`config.mk`:
```
export PLATFORM = sky130hd
export DESIGN_NAME = reg_bank_sequencer
export DESIGN_NICKNAME = d
export VERILOG_FILES = /design/src/rtl/reg_bank_sequencer.sv
export SDC_FILE = /design/constraint.sdc
export NUM_CORES = 1
export LEC_CHECK = 0
export CELL_PAD_IN_SITES_DETAIL_PLACEMENT = 0
export CELL_PAD_IN_SITES_GLOBAL_PLACEMENT = 1
export CORE_ASPECT_RATIO = 0.9
export CORE_UTILIZATION = 40
export DETAILED_ROUTE_END_ITERATION = 16
export GPL_ROUTABILITY_DRIVEN = 0
export MAX_ROUTING_LAYER = met4
export PLACE_DENSITY = 0.89
export SYNTH_ARGS = -nofsm -noshare
export SYNTH_HDL_FRONTEND = slang
export SYNTH_SLANG_ARGS = --single-unit
```
`constraint.sdc`:
```
create_clock -name Clock -period 3.4 [get_ports Clock]
set_input_delay 0.68 -clock Clock [delete_from_list [all_inputs] [get_ports Clock]]
set_output_delay 0.68 -clock Clock [all_outputs]
set_load 0.01 [all_outputs]
```
`src/rtl/reg_bank_sequencer.sv`:
```
// reg_bank_sequencer: arbitrates two requesters onto a shared register-bank E/FunSel/I bus.
// Define RR_ARB_EN for round-robin arbitration; otherwise req0 has fixed priority.
module reg_bank_sequencer #(
    parameter int SEL_W = 2
) (
    input  logic               Clock,
    input  logic               Reset,
    input  logic               req0_valid,
    output logic               req0_ready,
    input  logic [2:0]         req0_op,
    input  logic               req0_serial,
    input  logic [SEL_W-1:0]   req0_sel,
    input  logic [31:0]        req0_data,
    input  logic               req1_valid,
    output logic               req1_ready,
    input  logic [2:0]         req1_op,
    input  logic               req1_serial,
    input  logic [SEL_W-1:0]   req1_sel,
    input  logic [31:0]        req1_data,
    output logic [2**SEL_W-1:0] RegE,
    output logic [2:0]         FunSel,
    output logic [31:0]        I,
    output logic               busy,
    output logic               grant_id,
    output logic               done
);
    localparam int NUM_REGS = 2**SEL_W;
    typedef enum logic [1:0] {IDLE, EXEC, SER} state_t;
    state_t state, state_d;
    logic [1:0] beat, beat_d, beat_n;
    logic [SEL_W-1:0] lat_sel, lat_sel_d, w_sel;
    logic [31:0] lat_data, lat_data_d, w_data, i_d;
    logic [NUM_REGS-1:0] rege_d;
    logic [2:0] funsel_d, w_op;
    logic done_d, grant_d, win1, acc, w_serial;
`ifdef RR_ARB_EN
    logic ptr;
    // On a tie the requester that was not granted last wins
    assign win1 = req1_valid & (~req0_valid | ~ptr);
    always_ff @(posedge Clock or negedge Reset)
        if (!Reset) ptr <= 1'b1;
        else if (acc) ptr <= win1;
`else
    assign win1 = req1_valid & ~req0_valid;
`endif
    assign acc = Reset & (state == IDLE) & (req0_valid | req1_valid);
    assign req0_ready = acc & ~win1;
    assign req1_ready = acc & win1;
    assign busy = state != IDLE;
    assign w_op = win1 ? req1_op : req0_op;
    assign w_serial = win1 ? req1_serial : req0_serial;
    assign w_sel = win1 ? req1_sel : req0_sel;
    assign w_data = win1 ? req1_data : req0_data;
    assign beat_n = beat + 2'd1;
    always_comb begin
        state_d = state;
        beat_d = beat;
        lat_sel_d = lat_sel;
        lat_data_d = lat_data;
        rege_d = '0;
        funsel_d = FunSel;
        i_d = I;
        done_d = 1'b0;
        grant_d = grant_id;
        if (acc) begin
            lat_sel_d = w_sel;
            lat_data_d = w_data;
            grant_d = win1;
            beat_d = 2'd0;
            rege_d = NUM_REGS'(1) << w_sel;
            state_d = w_serial ? SER : EXEC;
            funsel_d = w_serial ? 3'b110 : w_op;
            i_d = w_serial ? {24'b0, w_data[31:24]} : w_data;
            done_d = ~w_serial;
        end else if (state == EXEC) begin
            state_d = IDLE;
        end else if (state == SER) begin
            // Outputs are registered, so each edge loads the byte for the following beat
            state_d = (beat == 2'd3) ? IDLE : SER;
            beat_d = beat_n;
            rege_d = (beat == 2'd3) ? '0 : NUM_REGS'(1) << lat_sel;
            i_d = (beat == 2'd3) ? I : {24'b0, lat_data[{~beat_n, 3'b000} +: 8]};
            done_d = beat == 2'd2;
        end
    end
    always_ff @(posedge Clock or negedge Reset) begin
        if (!Reset) begin
            state <= IDLE;
            beat <= 2'd0;
            lat_sel <= '0;
            lat_data <= '0;
            RegE <= '0;
            FunSel <= 3'b000;
            I <= '0;
            done <= 1'b0;
            grant_id <= 1'b0;
        end else begin
            state <= state_d;
            beat <= beat_d;
            lat_sel <= lat_sel_d;
            lat_data <= lat_data_d;
            RegE <= rege_d;
            FunSel <= funsel_d;
            I <= i_d;
            done <= done_d;
            grant_id <= grant_d;
        end
    end
endmodule

```
==> results.md, run 1 <==
- CP max FO: 3
- Ys flop type: dfrtp_1
- Slew HR: between 30% and 40%
- Total number of vias: around 3500
- Routed Antenna Nets: 0
- P per Cell Area: 789 mW/mm^2
- RSZ-0062 raised after global routing: false
- Final nets: 567
- H-tree levels: 3
- Leak pwr: 2.57 nW
- Crit end category: output pin
- # setup viols final: 0
- Worst slew pin tran: 0.983 ns
- Crit path time final: just under 3 ns
- Antenna diode count: 0
- Port Buffer Count: 123
- Most frequent cell on the critical path: clkdlybuf4s50_1
- Antenna violations before repair: 0
- Io pins: 124
- Worst r2r src: beat[0]$_DFFE_PN0P_
- Largest net degree at the start of global routing: 80
- Commonest cells post-synth: dfrtp_1 (79), mux2i_1 (75), o21ai_0 (73)
- Most common cell in the netlist: dfrtp_1
- WL final: 11700 um
- Final setup margin: 0.513 ns
- Core ar.: between 0.01 and 0.015 sq mm
- Die Y: around 100 um
- Die X-Extent: about 110 um
- Synth unique cells: 37
- Pre-CTS setup slack: 0.404 ns
- Gr ovfl total: 0
- Via/cell ratio: 5.58
- TritonCTS buffer count: 9
- Synthesized cell area: 0.00425 sq mm
- Fin Setup TNS: 0 ns
- First-pass GRT wire length: 19200 um
- Buffers inserted by post-CTS timing repair: 0
- Total chip power: 4.63 mW
- Synth top area share: 46.5%
- CTS hold repair buffers: 0
- CP required: 2.72 ns
- Cts repair resizes: 0
- Root Driver: clkbuf_16
- Worst hold path class: reg -> reg
- CP Launch Type: input pin
- Hpwl dp: approximately 8000 um
- Clock Latency Late Sink: 0.33 ns
- Clock sinks: approximately 80
- Final Max Tran Viols: 0
- DRC: 0
- VDD IR max: about 410 uV
- Final instance area: 0.00588 sq mm
- Vias in the first global route: 3641
- Area grow syn2layout: 38.2%
- Worst hold start: lat_data[23]$_DFFE_PN0P_
- Post-placement cell area: 0.00556 sq mm
- Post-synthesis sequential element count: 79
- Share of cells above drive strength 1: around 13%
- Routed length per instance: 18.9 um
- Clock slew at reported path FFs: around 0.06 ns
- Crit path cell chain: clkdlybuf4s50_1 -> nor2_4 -> or2_4 -> nor2_1 -> clkdlybuf4s50_1
- CP max-delay cell: clkdlybuf4s50_1
- CP startpoint: req1_valid
- Total nets after synthesis: 459
- Syn avg cell area: 11.3 sq um
- Detailed Route Iter0 Violations: 226
- Die ar.: between 0.01 and 0.015 sq mm
- CP Data Arrival Time: 2.21 ns
- Worst setup path class: in -> out
- Outcome: completed
- Slowest stage delay, CP: 0.56 ns
- Cells after Synth: 377
- Final Hold Fails: 0
- Area contributors post-synth: dfrtp_1 (46%), mux2i_1 (18%), o21ai_0 (8.6%)
- Max-cap viol count: 0
- Sequential share of the synthesized area: between 40% and 50%
- CTS tree: built
- Ys async rst share: 100%
- Initial Util: 41.3%
- Post-synth EDFFs: 0
- First-pass DRT Iterations: 4
- Yosys warns: 0
- Hold Slack: slightly above 0.5 ns
- Clk_skew: 0.00554 ns
- FP Rows: 35
- Synth area leader: dfrtp_1
- Final worst-path cycle share: 84.9%
- Total GRT Usage: 22.8%
- Clk buf depth: 2
- Fmax: 346 MHz
## final cells by class
| cell class | count | area, sq um |
|---|---|---|
| clock inverter | 5 | 63.8 |
| inverter | 26 | 97.6 |
| sequential | 79 | 1980 |
| fill | 909 | 4420 |
| multi-input combinational | 236 | 2010 |
| tap | 129 | 161 |
| timing repair buffer | 133 | 1320 |
| clock buffer | 11 | 253 |
## power by group
group / total (mW) / leakage, nW / switching (mW) / internal [mW]
logic: 2.05 / 1.41 / 1.02 / 1.03
registers: 1.58 / 1.01 / 0.254 / 1.33
clock network: 1.01 / 0.153 / 0.390 / 0.615
## critical path: cells and delay by family
| kind | cells | cell delay (ns) |
|---|---|---|
| simple gates | 3 | 0.41 |
| buf+inv | 2 | 1.11 |
## per-layer routing
layer | track usage [%] | vias to the layer above | routed length, um
li1 | - | 1612 | -
met1 | 29.7 | 1707 | 5240
met2 | 36.6 | 114 | 5650
met3 | 4.65 | 19 | 628
met4 | 5.64 | 0 | 186
met5 | - | - | 0
## kinds of logic after synthesis
group,count (synthesis),share of synthesized area (%)
AND/OR/NAND/NOR,20,2.94
AO/OA/AOI/OAI,135,24.5
adder cells (fa/ha/maj),2,0.588
flip-flops,79,46.5
multiplexers,79,18.7
buffers and inverters,62,6.80
## layout by cell type (no fill, tap or decap), drive strengths merged
cell type      instances
or4b                   1
nand2                  3
o21bai                 2
o21ai                 74
a31o                   1
ha                     2
nand2b                 3
nand4bb                1
o211ai                 1
mux2i                 75
nor3                   1
o22a                   8
a32o                   1
clkbuf                11
clkinv                 1
o2bb2ai                8
or2                    2
buf                   11
o32ai                 25
o22ai                 10
a22o                   1
o31ai                  2
nor3b                  1
clkdlybuf4s50        122
mux2                   4
bufinv                 1
nand3                  1
inv                   28
nor2                   4
or3b                   2
dfrtp                 79
o31a                   2
clkinvlp               1
and2                   1
## per-stage QoR
step                std cells  utilization, %
finish                    619            57.1
global route              619            57.1
CTS                       619            57.1
detailed placement        603            54.0
global placement          603            54.0
floorplan                 377               -
## registers in the layout, summed over array words and instances, names as in the netlist
signal / cells
done: 1
lat_sel: 2
grant_id: 1
I: 32
FunSel: 3
RegE: 4
beat: 2
state: 2
lat_data: 32
## final timing paths
| kind | to | slack [ns] | cells after the start |
|---|---|---|---|
| max in group asynchronous | I[0]$_DFFE_PN0P_ | 2.15 | 2 |
| worst max register to register | I[4]$_DFFE_PN0P_ | 1.24 | 5 |
| worst max-delay path | req1_ready | 0.51 | 5 |
| min in group asynchronous | RegE[0]$_DFF_PN0_ | 0.62 | 2 |
| worst min register to register | lat_data[23]$_DFFE_PN0P_ | 0.51 | 2 |
| worst min-delay path | lat_data[23]$_DFFE_PN0P_ | 0.51 | 2 |
Note: power is estimated with default switching activity, not from simulation.
==> inputs of run 2 (changes only) <==
--- a/config.mk
+++ b/config.mk
@@ -8,11 +8,11 @@
 export CELL_PAD_IN_SITES_DETAIL_PLACEMENT = 0
 export CELL_PAD_IN_SITES_GLOBAL_PLACEMENT = 1
 export CORE_ASPECT_RATIO = 0.9
-export CORE_UTILIZATION = 40
+export CORE_UTILIZATION = 37
 export DETAILED_ROUTE_END_ITERATION = 16
 export GPL_ROUTABILITY_DRIVEN = 0
 export MAX_ROUTING_LAYER = met4
-export PLACE_DENSITY = 0.89
+export PLACE_DENSITY = 0.84
 export SYNTH_ARGS = -nofsm -noshare
 export SYNTH_HDL_FRONTEND = slang
 export SYNTH_SLANG_ARGS = --single-unit
==> constraint.sdc (replaced) <==
create_clock -name Clock -period 3 [get_ports Clock]
set_input_delay 0.6 -clock Clock [delete_from_list [all_inputs] [get_ports Clock]]
set_output_delay 0.6 -clock Clock [all_outputs]
set_load 0.01 [all_outputs]
==> results.md, run 2 (synthesis gave the netlist of run 1 again) <==
- Outcome: completed
- Die Y: 104 um (+3.9%)
- CP Launch Type: flip-flop
- Die ar.: 0.0119 sq mm (+8.0%)
- Final Max Tran Viols: 0 (unchanged)
- Root Driver: clkbuf_16
- CTS tree: built
- Hpwl dp: 8070 um (+1.4%)
- Via/cell ratio: 5.36 (-3.8%)
- DRC: 0 (unchanged)
- Clock slew at reported path FFs: 0.06 ns (about the same)
- Final nets: 570 (+0.53%)
- WL final: 11700 um (+0.29%)
- Most frequent cells in the layout: clkdlybuf4s50_1 (122), dfrtp_1 (79), mux2i_1 (75)
- Final instance area: 0.00596 sq mm (+1.4%)
- Cts repair resizes: 0 (unchanged)
- Biggest regs: I (32), lat_data (32), RegE (4)
- Crit end category: output pin
- Worst Hold Depth: 2 (unchanged)
- Fin Setup TNS: 0 ns (unchanged)
- First-pass DRT Iterations: 4 (unchanged)
- Worst slew pin tran: 1.00 ns (+0.0197 ns)
- FP Rows: 36 (+2.9%)
- Routed length per instance: 18.2 um (-3.8%)
- Worst r2r src: state[1]$_DFFE_PN0P_
- Area of the multi-input gates: 0.00201 sq mm (unchanged)
- # setup viols final: 0 (unchanged)
- Slew HR: 33.2% (-1.3 points)
- TritonCTS buffer count: 9 (unchanged)
- Worst setup path class: reg -> out
- CTS hold repair buffers: 0 (unchanged)
- Max-cap viol count: 0 (unchanged)
- P_sw: 1.86 mW (+12%)
- Buffers inserted by post-CTS timing repair: 0 (unchanged)
- Fillers: 994 (+9.4%)
- Final worst-path cycle share: 90.1%
- Seq pwr share: 33.5% (-0.6 points)
- Power share of the combinational group: 43.1% (-1.1 points)
- Antenna diode count: 0 (unchanged)
- Total chip power: 5.37 mW (+16%)
- Clock sinks: 79 (unchanged)
- Clk buf depth: 2 (unchanged)
- Io pins: 124 (unchanged)
- P per Cell Area: 901 mW/mm^2 (+14%)
- Clk_skew: 0.0111 ns (+0.00559 ns)
- Internal power: 3.51 mW (+18%)
- Routed Antenna Nets: 0 (unchanged)
- Hold endpoint: lat_data[31]$_DFFE_PN0P_
- CP Data Arrival Time: 2.10 ns (-0.11 ns)
- Final Hold Fails: 0 (unchanged)
- Total number of vias: 3459 (+0.20%)
- Clk network pwr share: 23.5% (+1.8 points)
- Commonest non-fill, non-tap cell in the layout: clkdlybuf4s50_1
- Share of cells above drive strength 1: 13.2% (+0.53 points)
- Crit path time final: 2.70 ns
- RSZ-0062 raised after global routing: false
- Antenna violations before repair: 0 (unchanged)
- Reg2Reg Depth: 5 (unchanged)
- Worst hold path class: reg -> reg
- Clock Latency Late Sink: 0.34 ns (about the same)
- Core ar.: 0.0110 sq mm (+6.8%)
- Area grow syn2layout: 40.1%
- Worst R2R Setup Slack: 0.84 ns (-0.40 ns)
- Storage element area: 0.00198 sq mm (unchanged)
- Gr ovfl total: 0 (unchanged)
- Worst hold start: lat_data[31]$_DFFE_PN0P_
- CP required: 2.40 ns (-0.32 ns)
- Sw Ratio: 34.7% (-1.1 points)
- Hold Slack: 0.508 ns (-0.00324 ns)
- CP max FO: 9 (+6)
- Post-placement cell area: 0.00561 sq mm (+0.92%)
- Util after Layout: 54.2% (-2.9 points)
- Detailed Route Iter0 Violations: 151 (-33%)
- VDD IR max: 344 uV (-17%)
- First-pass GRT wire length: 19200 um (about the same)
- Port Buffer Count: 123 (unchanged)
- H-tree levels: 3 (unchanged)
- Capture point of the worst reg-to-reg path: I[22]$_DFFE_PN0P_
- Total GRT Usage: 21.4% (-1.4 points)
- Fmax: 370 MHz
- Initial Util: 38.7% (-2.6 points)
- Die X-Extent: 115 um (+3.9%)
- Vias in the first global route: 3643 (+0.055%)
- Largest net degree at the start of global routing: 80 (unchanged)
- Leak pwr: 2.60 nW (+1.1%)
==> run 2: metal layers <==
layer | track usage (%) | share of wire (%)
met5 | - | 0
met4 | 5.19 | 1.3
met3 | 4.15 | 4.4
met2 | 34.0 | 48
met1 | 28.1 | 46
==> run 2: worst max-delay path by stage <==
stage / from / end / slack (ns) / cells past startpoint
floorplan: Reset / req1_ready / 0.70 / 5
global placement: req1_valid / req1_ready / 0.34 / 5
detailed placement: req1_valid / req1_ready / 0.33 / 5
CTS: state[1]$_DFFE_PN0P_ / req1_ready / 0.28 / 4
global route: state[1]$_DFFE_PN0P_ / req1_ready / 0.21 / 4
finish: state[1]$_DFFE_PN0P_ / req1_ready / 0.30 / 4
==> run 2: layout make-up <==
cell class | count | share of cell area (%)
Clock buffer | 9 | 3.78
Inverter | 26 | 1.64
Tap cell | 152 | 3.19
Clock inverter | 7 | 2.02
Timing Repair Buffer | 136 | 22.5
Sequential cell | 79 | 33.2
Multi-Input combinational cell | 236 | 33.7
==> run 2: worst max-delay path: stages, from the launching register on <==
cell and delay [ns]:
dfrtp_1 0.46, or3b_4 0.45, or2_4 0.24, nor2_1 0.08, clkdlybuf4s50_1 0.54
==> run 2: through the flow <==
stage	setup WS (ns)	std cells
final	0.297	645
after global routing	0.214	645
after CTS	0.277	645
after detailed placement	0.331	629
after global placement	0.337	629
after floorplan	0.700	377
==> run 2: power groups by stage <==
stage / logic [mW] / registers, mW / clock network [mW]
after floorplan: 1.37 / 1.81 / 0
after global placement: 2.27 / 1.81 / 0
after detailed placement: 2.32 / 1.81 / 0
after CTS: 2.33 / 1.80 / 1.28
after global routing: 2.51 / 1.85 / 1.32
final: 2.31 / 1.80 / 1.26
